==> src/rtl/pwrgood_pkg.sv <==
// Shared constants for the power-good monitor: register map, debounce sizing
// and EVENTS field layout.
package pwrgood_pkg;

    localparam int NUM_CH = 4;
    localparam int DB_W   = 8;

    localparam logic [DB_W-1:0] DB_RST   = 8'd16;
    localparam logic [31:0]     BASE_ADR = 32'h2F00_0100;

    localparam logic [7:0] OFS_STATUS   = 8'h00;
    localparam logic [7:0] OFS_EVENTS   = 8'h04;
    localparam logic [7:0] OFS_IRQ_EN   = 8'h08;
    localparam logic [7:0] OFS_DEBOUNCE = 8'h0c;

    localparam int FALL_LSB = 0;
    localparam int RISE_LSB = 4;

    typedef enum logic [2:0] {
        REG_STATUS,
        REG_EVENTS,
        REG_IRQ_EN,
        REG_DEBOUNCE,
        REG_NONE
    } reg_sel_e;

    function automatic reg_sel_e decode_offset(input logic [7:0] ofs);
        case (ofs)
            OFS_STATUS:   return REG_STATUS;
            OFS_EVENTS:   return REG_EVENTS;
            OFS_IRQ_EN:   return REG_IRQ_EN;
            OFS_DEBOUNCE: return REG_DEBOUNCE;
            default:      return REG_NONE;
        endcase
    endfunction

endpackage

==> src/rtl/pwrgood_monitor_if.sv <==
// iomem valid/ready register bus shared with the system-control block.
interface pwrgood_monitor_if;

    logic [31:0] iomem_addr;
    logic        iomem_valid;
    logic [3:0]  iomem_wstrb;
    logic [31:0] iomem_wdata;
    logic [31:0] iomem_rdata;
    logic        iomem_ready;

    modport master (
        output iomem_addr, iomem_valid, iomem_wstrb, iomem_wdata,
        input  iomem_rdata, iomem_ready
    );

    modport slave (
        input  iomem_addr, iomem_valid, iomem_wstrb, iomem_wdata,
        output iomem_rdata, iomem_ready
    );

endinterface

==> src/rtl/pwrgood_debounce.sv <==
// One power-good channel: two-flop synchronizer, stable-count debounce and
// single-cycle rise/fall indications aligned with the output change.
module pwrgood_debounce
    import pwrgood_pkg::*;
(
    input  logic            clk,
    input  logic            resetn,
    input  logic            raw,
    input  logic [DB_W-1:0] db_len,
    input  logic            cnt_clr,
    output logic            out,
    output logic            rise,
    output logic            fall
);

    logic            s1_q, s1_d;
    logic            s2_q, s2_d;
    logic            out_q, out_d;
    logic [DB_W-1:0] cnt_q, cnt_d;
    logic [DB_W-1:0] last_cnt;

    // A length of zero is treated as one, so the terminal count is never negative.
    always_comb begin
        last_cnt = (db_len == '0) ? '0 : db_len - DB_W'(1);
        s1_d     = raw;
        s2_d     = s1_q;
        out_d    = out_q;
        cnt_d    = cnt_q;
        rise     = 1'b0;
        fall     = 1'b0;
        if (cnt_clr) begin
            cnt_d = '0;
        end else if (s2_q == out_q) begin
            cnt_d = '0;
        end else if (cnt_q == last_cnt) begin
            out_d = s2_q;
            cnt_d = '0;
            rise  = s2_q;
            fall  = ~s2_q;
        end else begin
            cnt_d = cnt_q + DB_W'(1);
        end
    end

    always_ff @(posedge clk) begin
        if (!resetn) begin
            s1_q  <= 1'b0;
            s2_q  <= 1'b0;
            out_q <= 1'b0;
            cnt_q <= '0;
        end else begin
            s1_q  <= s1_d;
            s2_q  <= s2_d;
            out_q <= out_d;
            cnt_q <= cnt_d;
        end
    end

    assign out = out_q;

endmodule

==> src/rtl/pwrgood_monitor.sv <==
// Power-good conditioner: four debounced channels plus the status/event/irq
// register page on the iomem bus.
module pwrgood_monitor
    import pwrgood_pkg::*;
(
    input  logic              clk,
    input  logic              resetn,
    pwrgood_monitor_if.slave  bus,
    input  logic [NUM_CH-1:0] pwrgood_raw,
    output logic [NUM_CH-1:0] pwrgood_out,
    output logic              pwr_irq
);

    logic [NUM_CH-1:0] ch_out, ch_rise, ch_fall;
    logic [7:0]        events_q, events_d;
    logic [7:0]        irq_en_q, irq_en_d;
    logic [DB_W-1:0]   debounce_q, debounce_d;
    logic              irq_q, irq_d;
    logic              ready_q, ready_d;
    logic [31:0]       rdata_q, rdata_d;
    logic              accept, wr_en, db_wr;
    reg_sel_e          sel;
    logic [31:0]       rd_val;
    logic [7:0]        ev_set, ev_clr;
    logic              unused_bus_bits;

    assign accept = bus.iomem_valid && !ready_q
                    && (bus.iomem_addr[31:8] == BASE_ADR[31:8]);
    assign sel    = decode_offset(bus.iomem_addr[7:0]);
    assign wr_en  = accept && bus.iomem_wstrb[0];
    assign db_wr  = wr_en && (sel == REG_DEBOUNCE);

    for (genvar i = 0; i < NUM_CH; i++) begin : g_ch
        pwrgood_debounce u_db (
            .clk     (clk),
            .resetn  (resetn),
            .raw     (pwrgood_raw[i]),
            .db_len  (debounce_q),
            .cnt_clr (db_wr),
            .out     (ch_out[i]),
            .rise    (ch_rise[i]),
            .fall    (ch_fall[i])
        );
    end

    // New events are ORed in after the W1C mask, so a same-cycle set beats a clear.
    always_comb begin
        ev_set                         = '0;
        ev_set[RISE_LSB +: NUM_CH]     = ch_rise;
        ev_set[FALL_LSB +: NUM_CH]     = ch_fall;
        ev_clr                         = (wr_en && sel == REG_EVENTS) ? bus.iomem_wdata[7:0] : 8'h00;
        events_d                       = (events_q & ~ev_clr) | ev_set;
        irq_en_d                       = (wr_en && sel == REG_IRQ_EN) ? bus.iomem_wdata[7:0] : irq_en_q;
        debounce_d                     = db_wr ? bus.iomem_wdata[DB_W-1:0] : debounce_q;
        irq_d                          = |(events_q & irq_en_q);
        ready_d                        = accept;
        case (sel)
            REG_STATUS:   rd_val = {28'd0, ch_out};
            REG_EVENTS:   rd_val = {24'd0, events_q};
            REG_IRQ_EN:   rd_val = {24'd0, irq_en_q};
            REG_DEBOUNCE: rd_val = 32'(debounce_q);
            default:      rd_val = 32'd0;
        endcase
        rdata_d                        = accept ? rd_val : rdata_q;
    end

    always_ff @(posedge clk) begin
        if (!resetn) begin
            events_q   <= '0;
            irq_en_q   <= '0;
            debounce_q <= DB_RST;
            irq_q      <= 1'b0;
            ready_q    <= 1'b0;
            rdata_q    <= '0;
        end else begin
            events_q   <= events_d;
            irq_en_q   <= irq_en_d;
            debounce_q <= debounce_d;
            irq_q      <= irq_d;
            ready_q    <= ready_d;
            rdata_q    <= rdata_d;
        end
    end

    assign unused_bus_bits = ^{bus.iomem_wdata[31:8], bus.iomem_wstrb[3:1]};

    assign bus.iomem_ready = ready_q;
    assign bus.iomem_rdata = rdata_q;
    assign pwrgood_out     = ch_out;
    assign pwr_irq         = irq_q;

endmodule

==> src/flat_wrapper.sv <==
// flat-port wrapper written by rule: the top's interface ports become plain ports
module pwrgood_monitor_flat import pwrgood_pkg::*;
  (clk, resetn, pwrgood_raw, pwrgood_out, pwr_irq, bus_iomem_addr, bus_iomem_valid, bus_iomem_wstrb, bus_iomem_wdata, bus_iomem_rdata, bus_iomem_ready);
  pwrgood_monitor_if bus_i ();
  input  logic clk;
  input  logic resetn;
  input  logic [NUM_CH-1:0] pwrgood_raw;
  output logic [NUM_CH-1:0] pwrgood_out;
  output logic pwr_irq;
  input wire logic [$bits(bus_i.iomem_addr)-1:0] bus_iomem_addr;
  input wire logic [$bits(bus_i.iomem_valid)-1:0] bus_iomem_valid;
  input wire logic [$bits(bus_i.iomem_wstrb)-1:0] bus_iomem_wstrb;
  input wire logic [$bits(bus_i.iomem_wdata)-1:0] bus_iomem_wdata;
  output wire logic [$bits(bus_i.iomem_rdata)-1:0] bus_iomem_rdata;
  output wire logic [$bits(bus_i.iomem_ready)-1:0] bus_iomem_ready;
  assign bus_i.iomem_addr = bus_iomem_addr;
  assign bus_i.iomem_valid = bus_iomem_valid;
  assign bus_i.iomem_wstrb = bus_iomem_wstrb;
  assign bus_i.iomem_wdata = bus_iomem_wdata;
  assign bus_iomem_rdata = bus_i.iomem_rdata;
  assign bus_iomem_ready = bus_i.iomem_ready;
  pwrgood_monitor u_core (.clk(clk), .resetn(resetn), .bus(bus_i), .pwrgood_raw(pwrgood_raw), .pwrgood_out(pwrgood_out), .pwr_irq(pwr_irq));
endmodule
==> config.mk <==
export PLATFORM = sky130hd
export DESIGN_NAME = pwrgood_monitor_flat
export DESIGN_NICKNAME = d
export VERILOG_FILES = /design/src/rtl/pwrgood_pkg.sv /design/src/rtl/pwrgood_monitor_if.sv /design/src/rtl/pwrgood_debounce.sv /design/src/rtl/pwrgood_monitor.sv /design/src/flat_wrapper.sv
export SDC_FILE = /design/constraint.sdc
export NUM_CORES = 1
export LEC_CHECK = 0
export BUFFER_PORTS_ARGS = -buffer_cell sky130_fd_sc_hd__buf_2
export CAP_MARGIN = 25
export CORE_MARGIN = 10
export CORE_UTILIZATION = 45
export CTS_CLUSTER_SIZE = 20
export DETAILED_ROUTE_END_ITERATION = 8
export MAX_ROUTING_LAYER = met4
export PLACE_DENSITY = 0.68
export SLEW_MARGIN = 20
export SYNTH_ARGS = -nofsm -noshare
export SYNTH_HDL_FRONTEND = slang
export SYNTH_SLANG_ARGS = --single-unit
==> constraint.sdc <==
create_clock -name clk -period 4.7 [get_ports clk]
set_clock_uncertainty 0.05 [all_clocks]
set_input_delay 0.705 -clock clk [delete_from_list [all_inputs] [get_ports clk]]
set_output_delay 0.705 -clock clk [all_outputs]
set_load 0.02 [all_outputs]
Word-level counts from Yosys, hierarchy flattened
Index checks and enable logic that the tools add are counted.
- $add $sub $neg: 5
- reduce and logical (&&, ||, !) cells: 19
- eq/ne operators: 15
- bitwise logic cells: 14
- multiply operators: 0
- shifts and indexed selects: 0
- multiplexer cells: 28
- order comparisons: 0
- div/mod/pow operators: 0
- operator list (operator ; number):
    adder 8 x 1 -> 8 bit (second input constant) ; 4
    equality test 8 bit ; 4
    one-hot mux 8 bit (4 select lines) ; 1
    equality test 24 x 22 -> 1 bit (second input constant) ; 1
    two-way mux 1 bit ; 24
    AND 8 bit ; 2
    equality test 8 x 4 -> 1 bit (second input constant) ; 2
    zero test 8 bit ; 2
    two-way mux 8 bit ; 2
    OR reduction 4 bit ; 4
    one-hot mux 3 bit (4 select lines) ; 1
    AND reduction 3 bit ; 4
    inverter 1 bit ; 10
    equality test 8 x 3 -> 1 bit (second input constant) ; 1
    inverter 8 bit ; 1
    bitwise OR 8 bit ; 1
    OR reduction 8 bit ; 1
    subtractor 8 x 1 -> 8 bit (second input constant) ; 1
    equality test 3 x 2 -> 1 bit (second input constant) ; 2
    logical AND 1 bit ; 6
    equality test 1 bit ; 4
    equality test 3 x 1 -> 1 bit (second input constant) ; 1
    zero test 3 bit ; 1
    zero test 1 bit ; 1
- bits in latches: 0
- output and inout port bits: 38
- logic and storage cells: 103
- memory bits (writable): 0
- ROM bits: 0
- bits of input ports: 75
- register bits: 102
- memories: 0

Longest topological paths before layout
- depth after elaboration: 9
- gate-level depth with buffers: 12
- mapped depth without buffers: 9

Hierarchy
Synthesis repeated with hierarchy kept, for this count alone.
- cell total of the unflattened synthesis: 597
- area, all modules: 5398.9 um^2
- modules (own cells, without submodules) (module ; seq. area each (um^2) ; times used ; cells an instance ; area an instance (um^2)):
    pwrgood_debounce ; 220.2 ; 4 ; 99 ; 898.4
    pwrgood_monitor ; 680.7 ; 1 ; 201 ; 1805.5

Worst setup path after synthesis
OpenSTA, ideal clock, no wires.
- kind: register -> register
- start point: register u_core.debounce_q[0]
- end point: register u_core.g_ch[2].u_db.cnt_q[2]
- library setup time: 115 ps
- stages on the path, launching flop included: 12
- data required time: 4535 ps
- arrival: 2666 ps
- slack: 1870 ps
- period minus slack after synthesis: 2830 ps
- path buffers: 2
- cells stage by stage: dfxtp_1 clkbuf_1 inv_1 ha_1 nor3b_1 nor4_2 or3_1 a221o_1 a2111oi_4 or3_1 buf_6 nor2_1
- cells in the longest elaborated chain, start to end: 4
- elaborated cells between the ends (all ways): 5
- RTL lines (what ; RTL line ; source):
    start: declaration ; pwrgood_monitor.sv:17 ; logic [DB_W-1:0] debounce_q, debounce_d;
    start signal: assignment ; pwrgood_monitor.sv:78 ; debounce_q <= debounce_d;
    subtractor 8 x 1 -> 8 bit or zero test 8 bit (tied branches) ; pwrgood_debounce.sv:24 ; last_cnt = (db_len == '0) ? '0 : db_len - DB_W'(1);
    two-way mux 8 bit (*) ; pwrgood_debounce.sv:24 ;
    equality test 8 bit (*) ; pwrgood_debounce.sv:35 ; end else if (cnt_q == last_cnt) begin
    OR reduction 4 bit (no line) (*) ; -- ;
    end signal: assignment ; pwrgood_debounce.sv:55 ; cnt_q <= cnt_d;
    end: declaration ; pwrgood_debounce.sv:19 ; logic [DB_W-1:0] cnt_q, cnt_d;
Mark *: on every way between the ends. The rest lies on a longest branch, timed or not.
A chain may end at the register's enable or synchronous reset.

Worst setup path in the final report
- start point: register u_core.debounce_q[0]
- end point: register u_core.g_ch[2].u_db.cnt_q[4]
Same word-level chain as after synthesis.

==> out/qor.yml <==
rsz0062_at_grt: "false"
fin_worst_hold_slack_ns: 0.3900
r2r_cells: 10
drc: 0
hold_violations: 0
grt_pass1_vias: 3655
place_area_sq_um: 4713
synth_cells: 524
cts_tree: "built"
core_sq_um: 9774
clkSinkCount: 78
portBuffers: 61
post_cts_resize_count: 0
start_kind: "flop"
clock_latency_ns: 0.36
p_total_mw: 1.208
outcome: "finished clean"
grt_use_total: 0.1587
hold_depth: 1
crit_path_top_delay_cell: "nor3b_1"
synth_cell_types: 66
synth_flop_cell: "dfxtp_1"
r2r-start: "u_core.debounce_q[0]"
die_y_microns: 120.0
wl_per_cell_microns: 16.04
rows: 36
clk_pin_slew_ns: 0.09
postCtsHoldBufs: 0
initial_core_util: 0.4603
final_cell_mix: "78 x dfxtp_1, 72 x nor2_1, 61 x buf_2, 28 x nand2_1, 26 x xnor2_1"
avgViaCountPerCell: 5.415
htreeDepth: 3
finalSetupViolations: 0
pwr_density_cell_nw_per_um2: 246.7
ff2ff_setup_slack_ns: 1.17
cts_buffer_depth: 2
met2_length_microns: 5314
async_reset_ff_frac: 0
gp_congestion: 0.9237
timing.final.crit_period_ns: 3.535
fmax_ghz: 0.2829
maxCapViolations: 0
netlist_area_sq_um: 4499
hp-start: "u_core.g_ch[2].u_db.s1_q"
wl_microns: 11190
root_buffer: "clkbuf_8"
dr.pass1.iters: 4
area_delta_synth_final_pct: 8.815
min_period_over_period: 0.7521
post-route-cell-area_sq_um: 4896
numCtsBuffers: 9
hold_path_class: "reg2reg"
arrival_ns: 3.73
routed.top_layer: "met4"
grt_pass1_wl_microns: 18340
r2r_end: "u_core.g_ch[2].u_db.cnt_q[4]"
leakage_nw: 1.925
seq_area_frac_synth: 0.3471
postSynthAreaPerCell_sq_um: 8.586
slew_violations: 0
crit_type: "reg2reg"
drive_above_1_share: 0.1681
io_pins: 113
antenna_cells: 0
antenna_found_initial: 0
drtIter0Drc: 306
yosysWarnings: 0
hold_end: "u_core.g_ch[2].u_db.s2_q"
grt.overflow.total: 0
wl_met3_microns: 741
dp_hpwl_microns: 8494
routed-via-count: 3780
fin_setup_tns_ns: 0
slowest_delay_ns: 0.70
ir_drop_mv: 0.1977
grt_max_degree: 30
synth_edf_count: 0
final_common_cell: "dfxtp_1"
wl_met1_microns: 4888
worstMarginPinSlew_ns: 0.8391
max_slew_margin: 0.4394
num-nets-final: 641
cp_max_fo: 11
ant_nets: 0
ys_seq_elements: 78
crit_top_cell: "nor2_1"
crit_chain: "buf_4 > inv_1 > ha_1 > nor3b_1 > nor2_1 > mux2i_1 > xnor2_1 > a2111oi_4 > or3_1 > nor2_1"
cts_setup_buffers: 0
fp.dieW_microns: 120.0
fill_cells: 971
worstSetupEndpointType: "flop"
die_area_sq_um: 14400
cp_data_required_time_ns: 4.89
-- how the worst max path moves through the flow --
stage | to | from | cells past startpoint | slack [ns]
floorplan | u_core.g_ch[2].u_db.cnt_q[2] | u_core.debounce_q[0] | 11 | 1.87
global placement | u_core.g_ch[2].u_db.cnt_q[2] | bus_iomem_addr[21] | 9 | 1.23
detailed placement | u_core.g_ch[2].u_db.cnt_q[4] | bus_iomem_addr[21] | 9 | 1.22
CTS | u_core.g_ch[2].u_db.cnt_q[4] | u_core.debounce_q[0] | 10 | 1.22
global route | u_core.g_ch[2].u_db.cnt_q[3] | u_core.debounce_q[0] | 10 | 0.93
finish | u_core.g_ch[2].u_db.cnt_q[4] | u_core.debounce_q[0] | 10 | 1.17
-- synth_stat cells (all sizes together), types with 4 or more instances --
master / n / share of area
o21ai: 11 / 0.012
a41o: 4 / 0.0089
nor2: 72 / 0.060
a21oi: 22 / 0.024
nand3: 17 / 0.019
or3: 7 / 0.0097
xnor2: 26 / 0.051
a22oi: 4 / 0.0067
inv: 13 / 0.011
buf: 38 / 0.061
or4: 7 / 0.013
ha: 6 / 0.017
clkbuf: 24 / 0.020
mux4: 4 / 0.020
xor2: 18 / 0.035
nor2b: 10 / 0.014
nand2: 28 / 0.023
mux2i: 23 / 0.051
and2: 10 / 0.014
dfxtp: 78 / 0.35
a32o: 6 / 0.013
nor3b: 7 / 0.012
nor3: 18 / 0.023
a211oi: 5 / 0.0083
and3: 7 / 0.0097
nand4: 4 / 0.0056
nor4: 6 / 0.013
-- report_power, final --
part	switching (mW)	internal [mW]	leakage [nW]
logic	0.0442	0.0231	1.21
clock network	0.264	0.209	0.0853
registers	0.00323	0.664	0.630
total	0.312	0.896	1.93
-- metrics by stage --
step / util / cells / setup WS, ns
final: 0.5009 / 698 / 1.165
after global routing: 0.5009 / 698 / 0.9335
after CTS: 0.5009 / 698 / 1.219
after detailed placement: 0.4822 / 682 / 1.220
after global placement: 0.4822 / 682 / 1.232
after floorplan: - / 547 / 1.870
-- cells by family (layout without fill, tap and decap cells) --
kind of cell	count (synthesis)	in the layout	share of synthesized area
fa+ha+maj	6	6	0.01668
flops	78	78	0.3471
buf+inv	76	94	0.09316
simple gates	208	208	0.2408
other cells	1	24	0.0008335
xor+xnor	45	45	0.09066
mux	27	27	0.07119
compound gates	83	83	0.1396
-- layer usage --
layer,vias up,track usage
met5,-,-
met4,0,0.07164
met3,24,0.02813
met2,133,0.2507
met1,1768,0.1939
li1,1855,-
-- sequential cells by signal (all words and copies together) (netlist names) --
name and cells:
u_core.debounce_q 8, u_core.g_ch.u_db.cnt_q 32, u_core.g_ch.u_db.s1_q 4, u_core.g_ch.u_db.s2_q 4, u_core.bus.iomem_ready 1, u_core.pwr_irq 1, u_core.events_q 8, u_core.irq_en_q 8
u_core.g_ch.u_db.out 4, u_core.bus.iomem_rdata 8
-- layout make-up --
class | instances | area (sq um) | share of cell area
multi-input cells | 393 | 2605 | 0.5321
flip-flops and latches | 78 | 1562 | 0.3189
repair buffers | 64 | 327.8 | 0.06696
well taps | 133 | 166.4 | 0.03399
clock buffers | 10 | 137.6 | 0.02811
inverters | 14 | 52.55 | 0.01073
clock inverters | 6 | 45.04 | 0.009200
-- critical path: cells and delay by family (launching register included) --
family,cells,cell delay (ns)
AOI/OAI and AO/OA,1,0.50
xor gates and xnor gates,1,0.20
DFF,1,0.30
adders and majority gates,1,0.19
and+or+nand+nor,4,1.26
muxes,1,0.59
buffers and inverters,2,0.30
(Power assumes the default switching activity.)
